===== config.mk =====
export PLATFORM = sky130hd
export DESIGN_NAME = score_renderer
export DESIGN_NICKNAME = d
export VERILOG_FILES = /design/src/rtl/score_pkg.sv /design/src/rtl/bcd_score_counter.sv /design/src/rtl/score_renderer.sv
export SDC_FILE = /design/constraint.sdc
export NUM_CORES = 1
export LEC_CHECK = 0
export BUFFER_PORTS_ARGS = -buffer_cell sky130_fd_sc_hd__buf_4
export CORE_ASPECT_RATIO = 0.75
export CORE_MARGIN = 4
export CORE_UTILIZATION = 50
export DETAILED_ROUTE_END_ITERATION = 7
export GPL_TIMING_DRIVEN = 0
export PLACE_DENSITY = 0.74
export SETUP_SLACK_MARGIN = 0.05
export SYNTH_ARGS = -nofsm -noshare
export SYNTH_HDL_FRONTEND = slang
export SYNTH_SLANG_ARGS = --single-unit

===== constraint.sdc =====
create_clock -name clk -period 2.85 [get_ports clk]
set_input_delay 0.4275 -clock clk [delete_from_list [all_inputs] [get_ports clk]]
set_output_delay 0.4275 -clock clk [all_outputs]
set_load 0.02 [all_outputs]

===== src/rtl/score_pkg.sv =====
// Shared types and glyph helpers for the score display path.
package score_pkg;

  typedef logic [3:0] digit_t;

  localparam digit_t      BLANK_CODE = 4'd10;
  localparam int unsigned GLYPH_COLS = 8;
  localparam int unsigned GLYPH_ROWS = 4;

  // Pick one pixel out of a 4x8 glyph word: row 0 is the top byte, bit 7 of a row is column 0.
  function automatic logic glyph_bit(input logic [31:0] word, input logic [1:0] row,
                                     input logic [2:0] col);
    logic [4:0] idx;
    idx = 5'd31 - {row, 3'b000} - 5'(col);
    return word[idx];
  endfunction

endpackage


===== src/rtl/bcd_score_counter.sv =====
// Four-digit BCD score counter with synchronous clear and saturation at 9999.
module bcd_score_counter
  import score_pkg::*;
(
  input  logic        clk,
  input  logic        reset,
  input  logic        game_reset,
  input  logic        score_tick,
  output logic [15:0] score_bcd
);

  logic [15:0] score_q;
  logic [15:0] score_d;
  logic        carry;
  digit_t      dig;

  // Next score: clear wins over tick; ripple carry through the digits, hold at 9999.
  always_comb begin
    score_d = score_q;
    carry   = 1'b0;
    dig     = '0;
    if (game_reset) begin
      score_d = '0;
    end else if (score_tick && (score_q != 16'h9999)) begin
      carry = 1'b1;
      for (int i = 0; i < 4; i++) begin
        dig = score_q[i*4 +: 4];
        if (carry) begin
          if (dig == 4'd9) begin
            score_d[i*4 +: 4] = 4'd0;
          end else begin
            score_d[i*4 +: 4] = dig + 4'd1;
            carry             = 1'b0;
          end
        end
      end
    end
  end

  // Score register.
  always_ff @(posedge clk or posedge reset) begin
    if (reset) score_q <= '0;
    else       score_q <= score_d;
  end

  assign score_bcd = score_q;

endmodule


===== src/rtl/score_renderer.sv =====
// Score box renderer: per-frame score snapshot, font ROM addressing and pixel decode.
module score_renderer
  import score_pkg::*;
#(
  parameter int unsigned X0         = 560,
  parameter int unsigned Y0         = 16,
  parameter int unsigned SCALE      = 2,
  parameter int unsigned GAP        = 4,
  parameter int unsigned LEAD_BLANK = 1
) (
  input  logic        clk,
  input  logic        reset,
  input  logic        game_reset,
  input  logic        score_tick,
  input  logic [10:0] hcount,
  input  logic [9:0]  vcount,
  output logic [3:0]  rom_addr,
  input  logic [31:0] rom_data,
  output logic        pixel_on,
  output logic [15:0] score_bcd
);

  localparam int unsigned CELL_W = GLYPH_COLS * SCALE;
  localparam int unsigned CELL_H = GLYPH_ROWS * SCALE;
  localparam int unsigned PITCH  = CELL_W + GAP;
  localparam int unsigned BOX_W  = 4 * PITCH - GAP;

  logic [15:0] snap_q, snap_d;
  digit_t      rom_addr_q, rom_addr_d;
  logic [2:0]  col_a_q, col_a_d, col_b_q, col_b_d;
  logic [1:0]  row_a_q, row_a_d, row_b_q, row_b_d;
  logic        lit_a_q, lit_a_d, lit_b_q, lit_b_d;
  logic        pixel_on_q, pixel_on_d;

  logic [10:0] dx, cell_x;
  logic [9:0]  dy;
  logic [1:0]  idx;
  logic        in_box, blank;
  digit_t      digit;

  bcd_score_counter u_counter (
    .clk        (clk),
    .reset      (reset),
    .game_reset (game_reset),
    .score_tick (score_tick),
    .score_bcd  (score_bcd)
  );

  // Display copy of the score, refreshed only at the very first pixel of a frame.
  always_comb begin
    snap_d = snap_q;
    if ((hcount == 11'd0) && (vcount == 10'd0)) snap_d = score_bcd;
  end

  // Stage A: locate the raster inside the box and pick the glyph to fetch.
  always_comb begin
    dx     = hcount - 11'(X0);
    dy     = vcount - 10'(Y0);
    idx    = 2'(dx / 11'(PITCH));
    cell_x = dx % 11'(PITCH);
    in_box = (hcount >= 11'(X0)) && (dx < 11'(BOX_W)) && (cell_x < 11'(CELL_W)) &&
             (vcount >= 10'(Y0)) && (dy < 10'(CELL_H));
    digit  = snap_q[{~idx, 2'b00} +: 4];
    blank  = 1'b0;
    if (LEAD_BLANK != 0) begin
      case (idx)
        2'd0:    blank = (snap_q[15:12] == 4'd0);
        2'd1:    blank = (snap_q[15:8]  == 8'd0);
        2'd2:    blank = (snap_q[15:4]  == 12'd0);
        default: blank = 1'b0;
      endcase
    end
    lit_a_d    = in_box && !blank;
    rom_addr_d = lit_a_d ? digit : BLANK_CODE;
    col_a_d    = 3'(cell_x / 11'(SCALE));
    row_a_d    = 2'(dy / 10'(SCALE));
  end

  // Stages B and C: align coordinates with the ROM word, then pick the pixel.
  always_comb begin
    col_b_d    = col_a_q;
    row_b_d    = row_a_q;
    lit_b_d    = lit_a_q;
    pixel_on_d = lit_b_q && glyph_bit(rom_data, row_b_q, col_b_q);
  end

  // Pipeline and snapshot registers.
  always_ff @(posedge clk or posedge reset) begin
    if (reset) begin
      snap_q     <= '0;
      rom_addr_q <= BLANK_CODE;
      col_a_q    <= '0;
      row_a_q    <= '0;
      lit_a_q    <= 1'b0;
      col_b_q    <= '0;
      row_b_q    <= '0;
      lit_b_q    <= 1'b0;
      pixel_on_q <= 1'b0;
    end else begin
      snap_q     <= snap_d;
      rom_addr_q <= rom_addr_d;
      col_a_q    <= col_a_d;
      row_a_q    <= row_a_d;
      lit_a_q    <= lit_a_d;
      col_b_q    <= col_b_d;
      row_b_q    <= row_b_d;
      lit_b_q    <= lit_b_d;
      pixel_on_q <= pixel_on_d;
    end
  end

  assign rom_addr = rom_addr_q;
  assign pixel_on = pixel_on_q;

endmodule

[After elaboration in Yosys (flattened, before gate mapping)]
Cells that the tools add are included.
Operators by class
  $add $sub $neg: 8
  divide/modulo/power cells: 2
  $lt $le $gt $ge: 6
  equal/unequal tests: 7
  shift operators: 1
  muxes and demuxes: 24
  bitwise operators: 1
  reductions and logical operators: 22
Operators with widths (number)
  $mux W16: 2
  $mux W4: 8
  $add A4 B1 Y4 const B: 4
  $eq A4 B4 Y1 const B: 4
  $ne A16 B16 Y1 const B: 1
  $shiftx A16 B5 Y4: 1
  $logic_not A12 Y1: 1
  $mux W1: 12
  $div A11 B5 Y11 const B: 1
  $ge A11 B10 Y1 const B: 1
  $logic_not A11 Y1: 1
  $lt A11 B5 Y1 const B: 1
  $lt A11 B7 Y1 const B: 1
  $mod A11 B5 Y11 const B: 1
  $sub A11 B10 Y11 const B: 1
  $ge A10 B5 Y1 const B: 1
  $logic_not A10 Y1: 1
  $lt A10 B4 Y1 const B: 1
  $sub A10 B5 Y10 const B: 1
  $logic_and A1 B1 Y1: 8
  $logic_not A8 Y1: 1
  $reduce_bool A2 Y1: 4
  $lt A5 B6 Y1 const B: 1
  $reduce_and A2 Y1: 3
  other kinds (10): 10
Storage, ports and cells
  register bits after elaboration: 49
  input bits: 57
  output and inout bits: 21
  logic and storage cells: 84

[Longest topological paths before layout]
Gate-level depths: netlist of the first run.
  depth after elaboration: 13
  mapped depth: 17
  gate-level depth less buffers: 13

[By module]
From an unflattened synthesis of the first run, not the netlist that was laid out.
Unflattened totals
  cell total of the unflattened synthesis: 405
  area, all modules: 3968.8 µm²
By module, submodules not included
  score_renderer: instances 1, cells an instance 294, area an instance 2891.5 µm², seq. area each 828.3 µm²
  bcd_score_counter: instances 1, cells an instance 111, area an instance 1077.3 µm², seq. area each 400.4 µm²

[Worst setup path before layout of the first run]
No wires, ideal clock.
  kind: input to register
  start point: input port hcount[4]
  end point: register rom_addr_q[1], in the netlist rom_addr[1]
  library setup time: 0.073 ns
  arrival time: 3.494 ns
  required time: 2.777 ns
  slack: -0.718 ns
  stages on the path: 15
  path buffers: 3
  cells stage by stage: buf_2 clkinv_1 ha_1 clkbuf_1 or3_1 nand4b_1 nand4_2 nor2_2 buf_6 a211oi_2 a311o_2 a32oi_1 a311oi_2 o221ai_2 o21bai_1
On the way
  word-level cells in the longest chain between the ends: 8
  elaborated cells on any way between the ends: 19
  classes of those cells: add/sub: 1; div: 2; order compare: 3; eq/ne: 2; shift: 1; mux: 2; bitwise: 1; reduce/logical: 7
Ends and longest elaborated chain
  start, declared: RTL line score_renderer.sv:15  | input logic [10:0] hcount,
  $sub A11 B10 Y11: RTL line score_renderer.sv:57  | dx = hcount - 11'(X0);
  $mod A11 B5 Y11 or $lt A11 B7 Y1 (tied branches): RTL line score_renderer.sv:60, score_renderer.sv:61
  $lt A11 B5 Y1 or $logic_and A1 B1 Y1 (tied branches): RTL line score_renderer.sv:61  | in_box = (hcount >= 11'(X0)) && (dx < 11'(BOX_W)) && (cell_x < 11'(CELL_W)) &&
  $logic_and A1 B1 Y1 (2 in series): RTL line score_renderer.sv:61
  $logic_and A1 B1 Y1: RTL line score_renderer.sv:62  | (vcount >= 10'(Y0)) && (dy < 10'(CELL_H));
  $logic_and A1 B1 Y1: RTL line score_renderer.sv:73  | lit_a_d = in_box && !blank;
  $mux W4 (*): RTL line score_renderer.sv:74  | rom_addr_d = lit_a_d ? digit : BLANK_CODE;
  named net rom_addr_d[1]: RTL line score_renderer.sv:29  | digit_t rom_addr_q, rom_addr_d;
  end signal, assigned: RTL line score_renderer.sv:101  | rom_addr_q <= rom_addr_d;
  end, declared: RTL line score_renderer.sv:29
The timed path passes the listed nets; every way through them passes the cells marked *.
A chain may end at the register's enable or synchronous reset.

[Worst setup path after layout of the first run]
  start point: input port hcount[4]
  end point: register rom_addr_q[2], in the netlist rom_addr[2]
The elaborated chain is that of the path after synthesis.

==> results.toml, run 1 <==
[die]
die_x_um = 106.4
coreArea_um2 = 6929
die_area_um2 = 8709
rows = 26
pin_count = 78
start_util = 0.5244
die_h_um = 81.83

[critical_path]
crit_path_start_kind = "primary input"
worstPathArrival_ps = 3540
critPathBufInv = 4
cp_max_fo = 7
crit_family = "compound AO/OA/AOI/OAI gates"
r2r_slack_ps = 290
path_class = "in -> reg"
crit_path_cell_trace = "buf_8, ha_4, or3_4, or4_4, a311oi_2, a221oi_2, and2_1, buf_6, buf_4, a21oi_2, a32oi_2, a32oi_4, a311oi_2, o221ai_2, buf_4, a2111oi_4"
slowest_delay_ps = 420
critPathRequiredTime_ps = 3010
worstSetupEndpointType = "flop"
slowest_stage = "or4_4"

[timing]
hold_violations = 0
worst_hold_slack_ps = 73.84
slew_violations = 0
finalSetupViolCount = 7
fin_skew_ps = 8.840
slew_headroom = 0.5290
fin_ws_ps = -530.0
finalCritPeriodShare = 1.186
rsz0062_at_grt = "true"
worst_slew_pin_slew_ps = 703.9
setup-tns-final_ps = -3037
fmax_mhz = 295.9
fin_crit_ps = 3380

[run_status]
violations = "setup timing"
status = "complete, but fails checks"

[place]
io_buffer_count = 73
place_congestion = 0.9233
placed_area_um2 = 4377
place_hpwl_um = 6920

[synth]
postSynth.asyncResetShare = 1.000
synth.area.mux_share = 0.1364
synthCells = 386
synth_compound_area_frac = 0.2025
ys.flop_type = "dfrtp_1"
yosys_warnings = 0
synth-adder-area-share = 0.03444
ys_ff_latch = 49
ys_seq_area_frac = 0.3382
yosys.area_share.simple = 0.1973
synth_cell_types = 69
synth_edf_count = 0
synth-xor-area-share = 0.03994
syn-num-nets = 453
synth_top_family_by_area = "compound AO/OA/AOI/OAI gates"
synthesis.area_um2 = 3633
synth.avg_cell_area_um2 = 9.413

[route]
routed_wl_um = 10060
routed_via_density = 5.983
dr.pass1.iters = 5
drt_iter0_markers = 363
vias = 3572
ant_nets = 0
wire_per_inst_um = 16.86
remaining_drc_errors = 0

[power]
p_switching_uw = 770.6
power_frac_seq = 0.337
swShare = 0.3389
power.leakage_uw = 0.002185
intPower_uw = 1504
pwr-share-clk = 0.222
combPwrFrac = 0.441
finalPower_uw = 2274
ir_worst_vdd_uv = 282.9
power_density_nw_per_um2 = 446.1

[clock_network]
clock_sinks = 49
cts_root_buf = "clkbuf_8"
hold_buffers = 0
cts_tree = "done"
htreeDepth = 2
worstSkewPairLatency_ps = 300
numCtsBuffers = 5
clk_path_buf_depth = 2
clk_pin_slew_ps = 90

[global_routing]
grt-ovfl-total = 0
grt_pass1_wl_um = 15790
grt_start_max_net_pins = 37
antenna_found_initial = 0
grt_usage = 0.2214
grt_pass1_vias = 3222

[finish]
ff_latch_area_um2 = 1229
syn2layout_area_growth_pct = 40.29
nFillCells = 494
final_layout_size_suffix_gt1_frac = 0.4309
antenna_cells = 0
layout.nets = 565
fin_util = 0.7356
multiInputGateArea_um2 = 2539
final_cell_area_um2 = 5097

[hold_path]
hp-class = "in -> async"

[run]
maxCapViolations = 0
-- per-layer routing --
layer | up-vias | track usage | part of all wire
met1 | 1746 | 0.3161 | 0.45
met2 | 136 | 0.3609 | 0.48
met4 | 0 | 0.04087 | 0.0091
met5 | - | 0 | 0
li1 | 1680 | - | -
met3 | 10 | 0.03928 | 0.067
-- flip-flops by register name, summed over array words and instances, names as in the netlist --
signal               flops
row_a_q                  2
col_a_q                  3
row_b_q                  2
rom_addr                 4
u_counter.score_bcd     16
col_b_q                  3
pixel_on                 1
lit_b_q                  1
lit_a_q                  1
snap_q                  16
-- power by group through the flow --
stage | Sequential (uW) | Combinational, uW | Clock (uW)
3_5_place_dp | 782 | 736 | 0
5_1_grt | 775 | 1070 | 545
4_1_cts | 768 | 920 | 510
6_report | 767 | 1000 | 504
3_3_place_gp | 780 | 718 | 0
2_1_floorplan | 789 | 535 | 0
-- per-stage QoR --
stage	std cells	setup WS (ps)
floorplan	386	-544.6
global placement	557	-1105
detailed placement	558	-1115
CTS	591	-538.0
global route	597	-641.7
finish	597	-530.0
-- worst paths after layout --
| path | start | endpoint | cells past startpoint |
|---|---|---|---|
| min in group clk | vcount[2] | row_a_q[1] | 1 |
| max in group asynchronous | reset | rom_addr[1] | 3 |
| hold / removal | reset | col_a_q[1] | 2 |
| setup / recovery | hcount[4] | rom_addr[2] | 16 |
| hold reg to reg | col_a_q[1] | col_b_q[1] | 0 |
| setup reg to reg | u_counter.score_bcd[1] | u_counter.score_bcd[15] | 9 |
-- final cells by class --
class	instances	area share
flip-flops and latches	49	0.2410
clock inverters	3	0.008591
well taps	98	0.02406
multi-input cells	296	0.4980
inverters	17	0.01571
repair buffers	106	0.1711
clock buffers	5	0.01350
plain buffers	23	0.02798
-- worst register-to-register path, stage by stage, from the launching register on --
cell,delay (ps)
dfrtp_1,440
inv_1,80
ha_1,130
nand2_1,80
nor2_1,250
nand4_1,190
nor2_1,590
a21oi_2,220
or3_1,380
a21oi_1,140
-- layout by cell type, fill, tap and decap left out, types with 4 or more instances in the layout --
cell type	synthesis	layout
buf_4	0	98
dfrtp_1	47	47
nor2_1	35	34
nand2_1	27	25
o21ai_0	19	17
mux2_2	16	16
nand3_1	16	14
a21oi_1	20	14
nor3_1	17	13
inv_1	14	13
mux4_2	10	10
nor4_1	10	9
clkbuf_1	12	8
buf_2	8	8
xnor2_1	8	8
mux2i_1	9	8
ha_1	10	8
o31ai_1	7	7
buf_6	3	7
nor2b_1	6	6
o21ai_1	7	6
or3_1	5	5
clkbuf_8	0	5
nand4_1	4	4
a21oi_4	0	4
o211ai_1	4	4
buf_12	0	4
-- repair_timing --
action,4_1_cts,5_1_grt
gates resized for setup,46,24
cloned,1,0
pin swaps,26,9
setup buffers,25,6
hold endpoints to repair,0,0
endpoints found under the setup margin,15,17
-- cells in the mapped netlist (all sizes together) (5+ instances only) --
cell type | n | area [um2]
or3 | 7 | 53.80
dfrtp | 47 | 1176
ha | 10 | 125.1
nor2b | 6 | 37.54
inv | 15 | 56.30
nand4 | 5 | 37.53
buf | 12 | 77.57
nand3 | 16 | 80.08
mux2 | 16 | 180.2
o211ai | 5 | 42.54
clkbuf | 12 | 45.04
o21ai | 26 | 130.1
xnor2 | 11 | 118.9
nor3 | 17 | 85.08
nor4 | 10 | 62.56
mux2i | 9 | 90.09
o31ai | 8 | 65.06
nand2 | 27 | 101.4
nor2 | 36 | 137.6
mux4 | 10 | 225.2
a21oi | 21 | 108.9
-- cells by family after synthesis --
| logic type | after synthesis |
|---|---|
| AO/OA/AOI/OAI | 97 |
| XOR/XNOR | 14 |
| adder cells (fa/ha/maj) | 10 |
| buffers and inverters | 41 |
| flip-flops | 49 |
| multiplexers | 35 |
| AND/OR/NAND/NOR | 140 |
(Power assumes the default switching activity.)
==> inputs of run 2 (changes only) <==
Settings changed: PLACE_DENSITY 0.74 to 0.73, SYNTH_HIERARCHICAL from default to 1.
==> results.toml, run 2 <==
[synth]
yosys.area.top_type = "dfrtp_1"
synthCells = 405
yosys_warnings = 6
synth_top_family_by_area = "simple AND/OR/NAND/NOR gates"
synth.avg_cell_area_um2 = 9.800
synth-adder-area-share = 0.02522
netlist.area_leader.share = 0.2963
ys_top_cells_by_area = "dfrtp_1, mux2_2, mux4_2, mux2i_1, a21oi_1"
synth_edf_count = 0
syn-num-nets = 470
ys.flop_type = "dfrtp_1"
synth_cell_types = 84
ys_ff_latch = 49
synth.area.mux_share = 0.1598
synth-xor-area-share = 0.03531
synth_compound_area_frac = 0.1781
ys_seq_area_frac = 0.3096
synth_most_common_cell = "dfrtp_1"
yosys.area_share.simple = 0.2301
postSynth.asyncResetShare = 1.000
ys_top_cells_by_count = "dfrtp_1, nor2_1, a21oi_1, mux2_2, nand2_1"
synthesis.area_um2 = 3969

[global_routing]
grt_start_max_net_pins = 34
grt_pass1_vias = 3345
grt_pass1_wl_um = 17140
grt_usage = 0.2171
grt-ovfl-total = 0
antenna_found_initial = 0

[power]
combPwrFrac = 0.376
power_density_nw_per_um2 = 390.1
power.leakage_uw = 0.002190
ir_worst_vdd_uv = 289.5
intPower_uw = 1359
p_switching_uw = 614.7
pwr-share-clk = 0.248
power_frac_seq = 0.376
swShare = 0.3114

[die]
coreArea_um2 = 7533
pin_count = 78
die_area_um2 = 9442
die_h_um = 85.16
rows = 27
die_x_um = 110.9
start_util = 0.5268

[critical_path]
critPathRequiredTime_ps = 3100
worstPathArrival_ps = 3760
worstSetupEndpointType = "flop"
crit_path_start_kind = "primary input"
cp_max_fo = 6
path_class = "in -> reg"
r2r_slack_ps = 630

[place]
io_buffer_count = 72
place_hpwl_um = 7782
place_ws_ps = -1365
place_congestion = 0.9304

[clock_network]
clock_sinks = 49
hold_buffers = 0
clk_pin_slew_ps = 90
worstSkewPairLatency_ps = 300
htreeDepth = 2
cts_tree = "done"
clk_path_buf_depth = 2
cts_root_buf = "clkbuf_8"
numCtsBuffers = 5

[timing]
finalSetupViolCount = 7
fin_crit_ps = 3511
worst_slew_pin_slew_ps = 706.4
hold_violations = 0
finalCritPeriodShare = 1.232
slew_violations = 0
fin_skew_ps = 8.537
fin_ws_ps = -661.2
slew_headroom = 0.5286
rsz0062_at_grt = "true"
fmax_mhz = 284.8

[run_status]
violations = "setup timing"
status = "complete, but fails checks"

[route]
routed_wl_um = 10630
dr.pass1.iters = 5
ant_nets = 0
vias = 3696
remaining_drc_errors = 0
wire_per_inst_um = 17.71
drt_iter0_markers = 435
routed_via_density = 6.160

[run]
maxCapViolations = 0

[hold_path]
hp-class = "in -> async"

[finish]
final_layout_size_suffix_gt1_frac = 0.3888
layout_common_cells = "buf_4, dfrtp_1, nor2_1, mux2_2, a21oi_1"
fin_util = 0.6716
layout.nets = 563
syn2layout_area_growth_pct = 27.49
antenna_cells = 0
final_common_cell = "buf_4"
==> run 2: path summary, 6_finish.rpt <==
kind / from / to / depth (start not counted)
worst min-delay path: reset / rom_addr[2] / 2
max in group asynchronous: reset / u_counter/score_bcd[3] / 2
worst min register to register: col_a_q[1] / col_b_q[1] / 0
worst max-delay path: hcount[4] / rom_addr[1] / 13
worst max register to register: col_b_q[0] / pixel_on / 5
min in group clk: vcount[1] / row_a_q[0] / 1
==> run 2: per-stage QoR <==
stage	TNS [ps]	hold slack (ps)	std cells	cell area (um2)	total power, uW
2_1_floorplan	-5160	331.2	405	3995	1233
3_3_place_gp	-12830	331.7	578	4662	1380
3_5_place_dp	-13650	334.7	578	4662	1393
4_1_cts	-5121	234.3	594	4912	1931
5_1_grt	-5316	178.3	600	5060	2083
6_report	-4358	141.5	600	5060	1974
==> run 2: per-layer routing <==
layer	track usage	wire, um	part of all wire	up-vias
li1	-	-	-	1729
met1	0.3308	4953	0.47	1764
met2	0.3276	4719	0.44	187
met3	0.03920	839	0.079	16
met4	0.03468	112	0.011	0
met5	0	0	0	-
==> run 2: critical path, cell delays in order <==
cell and delay, ps:
buf_12 110, ha_4 170, or4b_4 570, a31oi_4 210
nor2_2 60, o2111a_1 230, or4_4 520, and3b_1 200
or4_4 500, o211ai_4 230, nand2_4 120, mux2_4 330
nand3_2 70
==> run 2: cell families (layout without fill, tap and decap cells) <==
| logic type | after synthesis | count (layout) |
|---|---|---|
| buf+inv | 45 | 139 |
| mux | 47 | 47 |
| flops | 49 | 49 |
| fa+ha+maj | 8 | 8 |
| compound gates | 96 | 96 |
| simple gates | 144 | 144 |
| xor+xnor | 16 | 16 |
==> run 2: power by group through the flow <==
stage                     Combinational (uW)  Sequential (uW)  Clock, uW
after floorplan                          477              755          0
after CTS                                691              744        496
after global placement                   623              757          0
after detailed placement                 636              757          0
after global routing                     805              749        529
final                                    741              742        490
==> run 2: timing repair <==
action	CTS	global route
resized for setup	20	21
pin swaps	10	14
setup buffers	9	6
setup endpoints to repair	17	15
==> run 2: cell type report <==
type	count	area [um2]
clock inverters	2	38.79
flip-flops and latches	49	1229
repair buffers	88	713.2
multi-input cells	311	2635
clock buffers	6	72.57
plain buffers	29	188.9
fillers	605	2474
well taps	101	126.4
inverters	14	56.30
